==> config.mk <==
export PLATFORM = sky130hd
export DESIGN_NAME = uart_tx_ctrl_flat
export DESIGN_NICKNAME = d
export VERILOG_FILES = /design/src/rtl/uart_tx_ctrl_if.sv /design/src/rtl/uart_tx_ctrl.sv /design/src/flat_wrapper.sv
export SDC_FILE = /design/constraint.sdc
export NUM_CORES = 1
export LEC_CHECK = 0
export CORE_MARGIN = 5
export CORE_UTILIZATION = 40
export CTS_CLUSTER_SIZE = 30
export DETAILED_ROUTE_END_ITERATION = 16
export PLACE_DENSITY = 0.77
export RECOVER_POWER = 100
export SLEW_MARGIN = 30
export SYNTH_ARGS = -nofsm -noshare
export SYNTH_HDL_FRONTEND = slang
export SYNTH_SLANG_ARGS = --single-unit
==> constraint.sdc <==
create_clock -name clk1 -period 1.4 [get_ports clk1]
set_clock_uncertainty 0.05 [all_clocks]
set_input_delay 0.21 -clock clk1 [delete_from_list [all_inputs] [get_ports clk1]]
set_output_delay 0.21 -clock clk1 [all_outputs]
set_load 0.02 [all_outputs]
==> src/rtl/uart_tx_ctrl_if.sv <==
// Host-side byte handshake for the UART transmit controller.
// Parity configuration travels with the byte and is captured at accept.
interface uart_tx_ctrl_if #(
    parameter int DATA_WIDTH = 8
);
    logic                  data_valid;
    logic [DATA_WIDTH-1:0] p_data;
    logic                  data_ready;
    logic                  par_en;
    logic                  par_typ;

    modport master (
        output data_valid,
        output p_data,
        output par_en,
        output par_typ,
        input  data_ready
    );

    modport slave (
        input  data_valid,
        input  p_data,
        input  par_en,
        input  par_typ,
        output data_ready
    );
endinterface

==> src/rtl/uart_tx_ctrl.sv <==
// UART transmit frame sequencer: start, data (from external serializer), optional parity, stop.
// One line bit per clk1 cycle; tx_out is registered and always holds the bit of the current state.
module uart_tx_ctrl #(
    parameter int DATA_WIDTH = 8,
    parameter int STOP_BITS  = 1
) (
    input  logic           clk1,
    input  logic           rst,
    uart_tx_ctrl_if.slave  host,
    output logic           ser_load,
    output logic           ser_en,
    input  logic           ser_bit,
    input  logic           ser_done,
    output logic           tx_out,
    output logic           busy,
    output logic           frame_done,
    output logic           ser_err
);

    localparam int               CNT_W     = (DATA_WIDTH > 1) ? $clog2(DATA_WIDTH) : 1;
    localparam logic [CNT_W-1:0] BIT_LAST  = CNT_W'(DATA_WIDTH - 1);
    localparam logic             STOP_LAST = (STOP_BITS == 2);

    typedef enum logic [2:0] {IDLE, START, DATA, PARITY, STOP} state_t;

    state_t           state, state_nxt;
    logic [CNT_W-1:0] bit_cnt, bit_cnt_nxt;
    logic             stop_cnt, stop_cnt_nxt;
    logic             par_en_q, parity_q;
    logic             tx_nxt, accept, last_bit, last_stop, err_set;

    always_comb begin
        last_bit        = (bit_cnt == BIT_LAST);
        last_stop       = (state == STOP) && (stop_cnt == STOP_LAST);
        host.data_ready = (state == IDLE) || last_stop;
        accept          = host.data_valid && host.data_ready && !rst;
        ser_load        = accept;
        ser_en          = (state == START) || ((state == DATA) && !last_bit);
        frame_done      = last_stop && !rst;
        err_set         = (state == DATA) && (last_bit ? !ser_done : ser_done);

        state_nxt    = state;
        bit_cnt_nxt  = bit_cnt;
        stop_cnt_nxt = stop_cnt;
        tx_nxt       = 1'b1;

        // tx_nxt is the line level for the state being entered next cycle
        case (state)
            IDLE: begin
                if (accept) begin
                    state_nxt = START;
                    tx_nxt    = 1'b0;
                end
            end
            START: begin
                state_nxt   = DATA;
                bit_cnt_nxt = '0;
                tx_nxt      = ser_bit;
            end
            DATA: begin
                if (last_bit) begin
                    bit_cnt_nxt  = '0;
                    stop_cnt_nxt = 1'b0;
                    if (par_en_q) begin
                        state_nxt = PARITY;
                        tx_nxt    = parity_q;
                    end else begin
                        state_nxt = STOP;
                    end
                end else begin
                    bit_cnt_nxt = bit_cnt + 1'b1;
                    tx_nxt      = ser_bit;
                end
            end
            PARITY: begin
                state_nxt    = STOP;
                stop_cnt_nxt = 1'b0;
            end
            STOP: begin
                if (last_stop) begin
                    stop_cnt_nxt = 1'b0;
                    if (accept) begin
                        state_nxt = START;
                        tx_nxt    = 1'b0;
                    end else begin
                        state_nxt = IDLE;
                    end
                end else begin
                    stop_cnt_nxt = 1'b1;
                end
            end
            default: state_nxt = IDLE;
        endcase
    end

    always_ff @(posedge clk1) begin
        if (rst) begin
            state    <= IDLE;
            bit_cnt  <= '0;
            stop_cnt <= 1'b0;
            tx_out   <= 1'b1;
            busy     <= 1'b0;
            ser_err  <= 1'b0;
            par_en_q <= 1'b0;
            parity_q <= 1'b0;
        end else begin
            state    <= state_nxt;
            bit_cnt  <= bit_cnt_nxt;
            stop_cnt <= stop_cnt_nxt;
            tx_out   <= tx_nxt;
            busy     <= (state_nxt != IDLE);
            if (err_set) begin
                ser_err <= 1'b1;
            end
            if (accept) begin
                par_en_q <= host.par_en;
                parity_q <= (^host.p_data) ^ host.par_typ;
            end
        end
    end

endmodule

==> src/flat_wrapper.sv <==
// flat-port wrapper written by rule: the top's interface ports become plain ports
module uart_tx_ctrl_flat 
#(
    parameter int DATA_WIDTH = 8,
    parameter int STOP_BITS  = 1
)
  (clk1, rst, ser_load, ser_en, ser_bit, ser_done, tx_out, busy, frame_done, ser_err, host_data_valid, host_p_data, host_par_en, host_par_typ, host_data_ready);
  uart_tx_ctrl_if #(.DATA_WIDTH(DATA_WIDTH)) host_i ();
  input  logic clk1;
  input  logic rst;
  output logic ser_load;
  output logic ser_en;
  input  logic ser_bit;
  input  logic ser_done;
  output logic tx_out;
  output logic busy;
  output logic frame_done;
  output logic ser_err;
  input wire logic [$bits(host_i.data_valid)-1:0] host_data_valid;
  input wire logic [$bits(host_i.p_data)-1:0] host_p_data;
  input wire logic [$bits(host_i.par_en)-1:0] host_par_en;
  input wire logic [$bits(host_i.par_typ)-1:0] host_par_typ;
  output wire logic [$bits(host_i.data_ready)-1:0] host_data_ready;
  assign host_i.data_valid = host_data_valid;
  assign host_i.p_data = host_p_data;
  assign host_i.par_en = host_par_en;
  assign host_i.par_typ = host_par_typ;
  assign host_data_ready = host_i.data_ready;
  uart_tx_ctrl #(.DATA_WIDTH(DATA_WIDTH), .STOP_BITS(STOP_BITS)) u_core (.clk1(clk1), .rst(rst), .host(host_i), .ser_load(ser_load), .ser_en(ser_en), .ser_bit(ser_bit), .ser_done(ser_done), .tx_out(tx_out), .busy(busy), .frame_done(frame_done), .ser_err(ser_err));
endmodule
[Word level (Yosys, flattened, before mapping)]
Index checks and enable logic that the tools add are counted.
Cells by class
  add/subtract/negate cells: 1
  equality and inequality tests: 6
  muxes and demuxes: 17
  bitwise operators: 2
  reductions and logical operators: 17
Operators by type and width (number)
  3-bit 2-to-1 mux: 5
  3-bit one-hot mux with 5 select lines: 1
  1-bit 2-to-1 mux: 8
  8-bit XOR reduction: 1
  3-bit by 2-bit == test with 1-bit output (second input constant): 2
  3-bit == test (second input constant): 2
  1-bit logical AND: 6
  3-bit one-hot mux with 2 select lines: 1
  3-bit nonzero test: 2
  1-bit one-hot mux with 4 select lines: 1
  3-bit by 1-bit adder with 3-bit output (second input constant): 1
  3-bit by 1-bit == test with 1-bit output (second input constant): 1
  1-bit logical NOT: 3
  3-bit logical NOT: 1
  1-bit one-hot mux with 3 select lines: 1
  1-bit logical OR: 2
  2-bit by 1-bit inequality test with 1-bit output (second input constant): 1
  2-bit AND reduction: 1
  2-bit nonzero test: 1
  1-bit inverter: 1
  1-bit bitwise XOR: 1
Storage, ports and cells
  bits in registers: 12
  bits of input ports: 15
  output and inout port bits: 7

[Logic depth before layout (Yosys ltp)]
Gate-level depths: netlist (run 1).
  depth after elaboration: 9
  mapped depth: 6
  mapped depth without buffers: 6

[Worst setup path before layout (run 1)]
Ideal clock, no wire load.
  kind: flip-flop to output port
  start point: reg u_core.state[1]
  end point: out frame_done
  data arrival time: 1493 ps
  data required time: 1140 ps
  setup slack: -353 ps
  stages on the path, launching flop included: 4
  buffers on the path: 1
  cells stage by stage: dfxtp_1 > buf_2 > or2_1 > nor4b_1
Between the ends
  cells in the longest elaborated chain, start to end: 3
RTL lines
  start: declaration: line uart_tx_ctrl.sv:26  | state_t state, state_nxt;
  start signal: assignment: line uart_tx_ctrl.sv:107  | state <= state_nxt;
  3-bit == test: line uart_tx_ctrl.sv:34  | last_stop = (state == STOP) && (stop_cnt == STOP_LAST);
  1-bit logical AND: line uart_tx_ctrl.sv:34
  1-bit logical AND: line uart_tx_ctrl.sv:39  | frame_done = last_stop && !rst;
  end: declaration: line flat_wrapper.sv:17  | output logic frame_done;
Every way passes these cells.

[Final worst setup path (run 1)]
  start point: reg u_core.bit_cnt[0]
  end point: out ser_en
Between the ends
  cells in the longest elaborated chain, start to end: 4
RTL lines
  start: declaration: line uart_tx_ctrl.sv:27  | logic [CNT_W-1:0] bit_cnt, bit_cnt_nxt;
  start signal: assignment: line uart_tx_ctrl.sv:108  | bit_cnt <= bit_cnt_nxt;
  3-bit == test: line uart_tx_ctrl.sv:33  | last_bit = (bit_cnt == BIT_LAST);
  1-bit logical NOT: line uart_tx_ctrl.sv:38  | ser_en = (state == START) || ((state == DATA) && !last_bit);
  1-bit logical AND: line uart_tx_ctrl.sv:38
  1-bit logical OR: line uart_tx_ctrl.sv:38
  end: declaration: line flat_wrapper.sv:12  | output logic ser_en;
Every way passes these cells.

==> results of run 1 <==
[routing by layer]
layer | up-vias | wire, um
met5 | - | 0
met4 | 0 | 44
met3 | 4 | 102
met2 | 21 | 1250
met1 | 383 | 946
li1 | 396 | -
[layout by cell type, fill, tap and decap left out, types with 3 or more instances in the layout]
master | Yosys | final
dfxtp_2 | 0 | 5
buf_4 | 0 | 26
xnor2_1 | 4 | 4
nor2_1 | 13 | 8
buf_6 | 0 | 9
o21ai_0 | 4 | 4
clkdlybuf4s50_1 | 0 | 12
a22o_1 | 3 | 3
clkbuf_4 | 0 | 3
dlygate4sd2_1 | 0 | 3
a21oi_1 | 10 | 6
xor2_1 | 3 | 3
nand2_1 | 5 | 5
nor2_2 | 0 | 3
dfxtp_1 | 12 | 7
[cell type report]
class,instances,area share [%]
multi-input combinational,65,41.3
clock buffer,3,1.73
tap,17,1.63
inverter,2,0.576
sequential,12,18.9
timing repair buffer,52,35.9
[worst min-delay path by stage]
| stage | startpoint | end | slack (ps) | cells past startpoint |
|---|---|---|---|---|
| after detailed placement | u_core.parity_q | u_core.parity_q | 420 | 2 |
| after floorplan | host_par_en | u_core.par_en_q | 310 | 2 |
| final | u_core.ser_err | u_core.ser_err | 430 | 2 |
| after global placement | u_core.ser_err | u_core.ser_err | 400 | 2 |
| after CTS | u_core.parity_q | u_core.parity_q | 430 | 2 |
| after global routing | u_core.ser_err | u_core.ser_err | 460 | 2 |
[logic make-up after synthesis]
kind of cell	share of synthesized area (%)
muxes	2.87
AOI/OAI and AO/OA	22.1
adders and majority gates	3.59
xor gates and xnor gates	12.0
DFF	34.5
and+or+nand+nor	20.6
buffers and inverters	4.31
[sequential cells by signal (all words and copies together), names as in the netlist]
signal / flops
u_core.state: 3
u_core.parity_q: 1
u_core.bit_cnt: 3
u_core.ser_err: 1
u_core.tx_out: 1
u_core.busy: 1
u_core.stop_cnt: 1
u_core.par_en_q: 1
[report_power, final]
| group | total [mW] | switching (mW) | internal [mW] |
|---|---|---|---|
| clock | 0.224 | 0.124 | 0.0995 |
| sequential | 0.371 | 0.0104 | 0.361 |
| combinational | 0.292 | 0.121 | 0.171 |
| total | 0.888 | 0.256 | 0.631 |
[critical path, delay by kind of cell (launching register included)]
kind            cells  cell delay (ps)
fa+ha+maj           2              320
simple gates        2              190
flops               1              340
buf+inv             1              120
compound gates      1               70
[stage by stage]
step                      hold slack, ps  setup WS [ps]  instances  setup TNS, ps  util, %
final                                430           -177        151           -717     77.2
after CTS                            435           -181        148           -647     72.6
after detailed placement             421           -488        137          -2700     64.8
after global routing                 456           -234        151          -1080     77.2
after global placement               401           -473        137          -2550     64.8
after floorplan                      307           8.47         84              0        -
[timing repair]
action	4_1_cts	5_1_grt
buffers inserted	8	3
pin swaps	10	11
endpoints found under the setup margin	11	12
resized for setup	41	14
==> impl_table.tex, run 1 <==
\begin{tabular}{lr}
\hline
Metric & Value \\
\hline
\multicolumn{2}{l}{\textbf{Routing}} \\
First-iteration detailed-routing DRC count & 6 \\
Via count & 804 \\
Avg Vias per Cell & 5.32 \\
Number of iterations in the first detailed-routing pass & 4 \\
Routed Wire Length & 2.34 mm \\
DRT antenna net count & 0 \\
DRC & 0 \\
Routed wire per std cell & 15.5 um \\
\multicolumn{2}{l}{\textbf{Timing}} \\
Timing-limited maximum frequency & 634 MHz \\
Final max-slew violation count & 0 \\
Setup repair after global routing missed its margin & true \\
Total of endpoints with negative setup slack in the final report & 6 \\
Final worst path period share & 113\% \\
Count of final hold-check violations & 0 \\
PnR worst setup slack & -177 ps \\
Final Critical Period & 1580 ps \\
Max-slew headroom at the worst pin & 81.0\% \\
Worst Tran Pin Value & 284 ps \\
\multicolumn{2}{l}{\textbf{GRT}} \\
Most crowded layer after global routing & met2 \\
Overall routing resource usage & 17.6\% \\
Global routing usage on met2 & 31.8\% \\
Antenna violations before repair & 0 \\
Global-route wire length before repair & 3.54 mm \\
Global route overflow & 0 \\
Number of global-route vias before repair & 807 \\
GR Util met1 & 20.0\% \\
Met3 global-route usage & 4.01\% \\
Pin count of the biggest net entering global routing & 7 \\
\multicolumn{2}{l}{\textbf{Finish}} \\
Antenna diode count & 0 \\
Fraction of layout cells with a size suffix above 1 & 45.5\% \\
Final non-filler cell area & 0.00130 mm2 \\
Footprint of the multi-input gates & 538 um2 \\
Number of nets at the end of the flow & 153 \\
Register area & 246 um2 \\
Synthesis-to-layout area growth & 87.1\% \\
Total of fill cells in the finished design & 112 \\
\multicolumn{2}{l}{\textbf{Placed design}} \\
Total of buffers placed on input and output ports & 21 \\
Detailed placement HPWL & 1.42 mm \\
Placed Instance Area & 0.00109 mm2 \\
Routability Congestion & 0.816 \\
\multicolumn{2}{l}{\textbf{Synth}} \\
Most used DFF post-synth & dfxtp\_1 \\
Top cell type's share of synthesized area & 34.5\% \\
Number of nets produced by synthesis & 101 \\
Count of mapped cells out of synthesis & 84 \\
Register area share after synthesis & 34.5\% \\
Count of different cell masters after synthesis & 28 \\
Largest cells by area after synthesis & dfxtp\_1 34\%, a21oi\_1 7.2\%, nor2\_1 7.0\%, xnor2\_1 5.0\%, a22o\_1 3.8\% \\
Async set-reset flop share out of synthesis & 0\% \\
Cell type with the largest total area after synthesis & dfxtp\_1 \\
Number of warning messages in the yosys log & 0 \\
Top cell types by occurrence after synthesis & 13 x nor2\_1, 12 x dfxtp\_1, 10 x a21oi\_1 \\
Number of enable-type register cells in the synthesized netlist & 0 \\
Mapped Avg Cell Area & 8.30 um2 \\
Netlist area before placement & 697 um2 \\
Flops \& latches, synth & 12 \\
Count leader, synth & nor2\_1 \\
\multicolumn{2}{l}{\textbf{Critical path}} \\
Critical Path Max Stage Delay & 340 ps \\
Worst path slowest cell & dfxtp\_2 \\
Worst reg2reg endpoint & u\_core.busy \\
Crit-path most repeated cell & ha\_4 \\
WP data required & 1140 ps \\
Critical path capture point & ser\_en \\
Crit path launch type & register \\
Launching element of the worst setup path & u\_core.bit\_cnt[0] \\
Critical Path End Type & output port \\
Crit Path Max Fanout & 2 \\
Cells traversed along the worst timing path & ha\_4 -> ha\_4 -> nor2\_4 -> a21oi\_2 -> nor2\_2 -> buf\_6 \\
Setup slack of the worst register-to-register path & -150 ps \\
Count of cells along the worst register-to-register path & 6 \\
Category of the most critical setup path & register to output port \\
Worst EP arrival & 1320 ps \\
Reg-to-reg critical path startpoint & u\_core.bit\_cnt[0] \\
\multicolumn{2}{l}{\textbf{Clock network}} \\
Clock net sink count & 12 \\
Worst skew pair latency & 270 ps \\
TritonCTS clock tree & yes \\
Max clock buf depth & 2 \\
Clock Pin Slew Worst Setup and Hold Paths & 80 ps \\
TritonCTS buffer count & 3 \\
Number of H-tree branching levels & 1 \\
Clock root buffer & clkbuf\_4 \\
Hold\_buf cts & 0 \\
\multicolumn{2}{l}{\textbf{Floorplan}} \\
Die boundary height & 51.7 um \\
Ports placed on the boundary & 22 \\
Die area & 0.00268 mm2 \\
Width of the die & 51.7 um \\
Standard cell core area & 0.00169 mm2 \\
Standard-cell row count & 15 \\
Initial Utilization & 41.3\% \\
\multicolumn{2}{l}{\textbf{Pwr}} \\
Static leakage & 0.577 nW \\
Total chip power & 0.888 mW \\
Peak supply drop & 558 uV \\
Areal power density over the cells & 681 mW/mm2 \\
\multicolumn{2}{l}{\textbf{Outcome}} \\
Violations in the final reports & setup timing \\
Result of the run & finished, violations left \\
\multicolumn{2}{l}{\textbf{Hold path}} \\
Class of the tightest hold or removal check & register to register \\
\multicolumn{2}{l}{\textbf{Flow run}} \\
Max-cap violation count & 0 \\
\hline
\end{tabular}
No activity file was read; power rests on OpenSTA's default activity.
==> run 2: changes to the inputs <==
--- a/config.mk
+++ b/config.mk
@@ -7,10 +7,10 @@
 export LEC_CHECK = 0
 export CORE_MARGIN = 5
 export CORE_UTILIZATION = 40
-export CTS_CLUSTER_SIZE = 30
 export DETAILED_ROUTE_END_ITERATION = 16
 export PLACE_DENSITY = 0.77
 export RECOVER_POWER = 100
+export REMOVE_ABC_BUFFERS = 1
 export SLEW_MARGIN = 30
 export SYNTH_ARGS = -nofsm -noshare
 export SYNTH_HDL_FRONTEND = slang
==> run 2 against run 1 <==
Compared with the run above:
- register-to-register slack got worse by 40 ps
- critical path type unchanged
- first-iteration DRC count up 50%
- via count decreased by 2.1%
- global-route usage rose by 0.31 points
- utilization decreased by 0.37 points
- sequential power about the same
- non-clock buffer count is 4 lower
- worst setup slack worse by 44 ps
- the flow still finishes with violations (setup timing)
==> impl_table.tex, run 2 (synthesis results as in run 1) <==
\begin{tabular}{lr}
\hline
Metric & Value \\
\hline
\multicolumn{2}{l}{\textbf{Finish}} \\
Leading registers by flop count & u\_core.bit\_cnt x3, u\_core.state x3 \\
Most common library cell in the layout ignoring fill and taps & buf\_4 \\
Total of fill cells in the finished design & 101 (-9.8\%) \\
Commonest cells after routing, fill and taps aside & 22 x buf\_4, 10 x nor2\_1, 10 x clkdlybuf4s50\_1 \\
Fraction of layout cells with a size suffix above 1 & 42.3\% (-3.2 points) \\
Antenna diode count & 0 (unchanged) \\
Post-Layout Cell Count & 147 (-2.6\%) \\
Final non-filler cell area & 0.00130 mm2 (-0.48\%) \\
Final Util & 76.8\% (-0.37 points) \\
Synthesis-to-layout area growth & 86.2\% \\
Number of nets at the end of the flow & 149 (-2.6\%) \\
\multicolumn{2}{l}{\textbf{Flow run}} \\
Max-cap violation count & 0 (unchanged) \\
\multicolumn{2}{l}{\textbf{Placed design}} \\
Number of cells after detailed placement & 140 (+2.2\%) \\
Placed Instance Area & 0.00108 mm2 (-1.5\%) \\
Detailed placement HPWL & 1.54 mm (+8.0\%) \\
Total of buffers placed on input and output ports & 21 (unchanged) \\
Routability Congestion & 0.815 (-0.11\%) \\
\multicolumn{2}{l}{\textbf{Timing}} \\
Setup repair after global routing missed its margin & true \\
Max-slew headroom at the worst pin & 75.4\% (-5.6 points) \\
Final max-slew violation count & 0 (unchanged) \\
PnR worst setup slack & -222 ps (-44.2 ps) \\
Final worst path period share & 116\% (+3.2 points) \\
Timing-limited maximum frequency & 617 MHz (-2.7\%) \\
Worst Tran Pin Value & 368 ps (+84.3 ps) \\
Worst hold margin & 446 ps (+15.9 ps) \\
Total of endpoints with negative setup slack in the final report & 9 (+3) \\
Count of final hold-check violations & 0 (unchanged) \\
Final Critical Period & 1620 ps (+44.2 ps) \\
\multicolumn{2}{l}{\textbf{Critical path}} \\
Category of the most critical setup path & register to output port \\
Critical Path End Type & output port \\
Crit path launch type & register \\
Reg-to-reg critical path startpoint & u\_core.bit\_cnt[0] \\
Worst reg2reg endpoint & u\_core.busy \\
Count of cells along the worst register-to-register path & 6 (unchanged) \\
Crit Path Max Fanout & 2 (unchanged) \\
WP data required & 1140 ps (about the same) \\
Setup slack of the worst register-to-register path & -190 ps (-40 ps) \\
Worst EP arrival & 1360 ps (+40 ps) \\
\multicolumn{2}{l}{\textbf{GRT}} \\
Overall routing resource usage & 18.0\% (+0.31 points) \\
Global-route wire length before repair & 3.52 mm (-0.57\%) \\
Global route overflow & 0 (unchanged) \\
Antenna violations before repair & 0 (unchanged) \\
Pin count of the biggest net entering global routing & 12 (+5) \\
Number of global-route vias before repair & 823 (+2.0\%) \\
\multicolumn{2}{l}{\textbf{Outcome}} \\
Result of the run & finished, violations left \\
Violations in the final reports & setup timing \\
\multicolumn{2}{l}{\textbf{Clock network}} \\
Worst skew pair latency & 290 ps (+20 ps) \\
Max clock buf depth & 2 (unchanged) \\
Hold\_buf cts & 0 (unchanged) \\
Number of H-tree branching levels & 1 (unchanged) \\
Clock Pin Slew Worst Setup and Hold Paths & 80 ps (about the same) \\
TritonCTS clock tree & yes \\
Clock net sink count & 12 (unchanged) \\
Clock root buffer & clkbuf\_4 \\
TritonCTS buffer count & 3 (unchanged) \\
\multicolumn{2}{l}{\textbf{Floorplan}} \\
Ports placed on the boundary & 22 (unchanged) \\
Width of the die & 51.7 um (unchanged) \\
Die area & 0.00268 mm2 (unchanged) \\
Initial Utilization & 41.3\% (unchanged) \\
Die boundary height & 51.7 um (unchanged) \\
Standard-cell row count & 15 (unchanged) \\
Standard cell core area & 0.00169 mm2 (unchanged) \\
\multicolumn{2}{l}{\textbf{Routing}} \\
Routed Wire Length & 2.40 mm (+2.5\%) \\
Via count & 787 (-2.1\%) \\
Routed wire per std cell & 16.3 um (+5.3\%) \\
Number of iterations in the first detailed-routing pass & 4 (unchanged) \\
First-iteration detailed-routing DRC count & 9 (+3) \\
DRT antenna net count & 0 (unchanged) \\
DRC & 0 (unchanged) \\
Avg Vias per Cell & 5.35 (+0.55\%) \\
\multicolumn{2}{l}{\textbf{Pwr}} \\
Static leakage & 0.588 nW (+2.0\%) \\
Total chip power & 0.877 mW (-1.2\%) \\
Peak supply drop & 579 uV (+3.9\%) \\
Areal power density over the cells & 676 mW/mm2 (-0.73\%) \\
\multicolumn{2}{l}{\textbf{Hold path}} \\
Startpoint of the lowest-slack hold path & u\_core.ser\_err \\
Class of the tightest hold or removal check & register to register \\
Hold worst-path end & u\_core.ser\_err \\
Min-Delay Path Depth & 2 (unchanged) \\
\hline
\end{tabular}
==> run 2: cell types whose count changed in the layout (fill, tap and decap cells not counted), sizes merged <==
cell | before | now
buf | 35 | 31
clkdlybuf4s50 | 12 | 10
dlymetal6s2s | 2 | 4
==> run 2: worst max path at each step <==
stage	start	to	slack [ps]	depth (start not counted)
after floorplan	u_core.state[1]	frame_done	-290	2
after global placement	rst	frame_done	-500	3
after detailed placement	u_core.bit_cnt[0]	ser_en	-530	6
after CTS	u_core.bit_cnt[0]	ser_en	-200	6
after global routing	u_core.bit_cnt[0]	ser_en	-270	6
final	u_core.bit_cnt[0]	ser_en	-220	6
==> run 2: power breakdown <==
group          switching (mW)  internal [mW]  total [mW]
sequential             0.0121          0.361       0.373
clock                   0.124          0.100       0.224
combinational           0.119          0.161       0.280
total                   0.255          0.622       0.877
==> run 2: layout make-up <==
class | instances | area [um2] | area share [%]
clock buffers | 3 | 22.5 | 1.74
multi-input cells | 65 | 559 | 43.1
inverters | 2 | 7.51 | 0.579
well taps | 17 | 21.3 | 1.64
repair buffers | 48 | 443 | 34.1
flip-flops and latches | 12 | 244 | 18.8
==> run 2: critical path, stage by stage (launching register included) <==
cell and delay [ps]:
dfxtp_2 340, ha_4 160, ha_4 170, nor2_4 100, a21oi_2 60, nor2_1 100, buf_4 150
==> run 2: routing by layer <==
metal,global-route usage (%),share of wire (%),vias up
li1,-,-,384
met1,19.0,40,380
met2,30.5,54,17
met3,7.45,4.8,6
met4,8.73,1.6,0
met5,0,0,-
==> run 2: per-stage QoR <==
stage          setup TNS (ps)  setup slack [ps]
3_3_place_gp            -2620              -495
2_1_floorplan            -556              -291
5_1_grt                 -1450              -273
3_5_place_dp            -2890              -532
6_report                 -986              -222
4_1_cts                  -668              -202
==> run 2: what timing repair did <==
action,CTS,global route
resized for setup,48,18
setup buffers,3,2
pin swaps,8,14
endpoints found under the setup margin,10,12
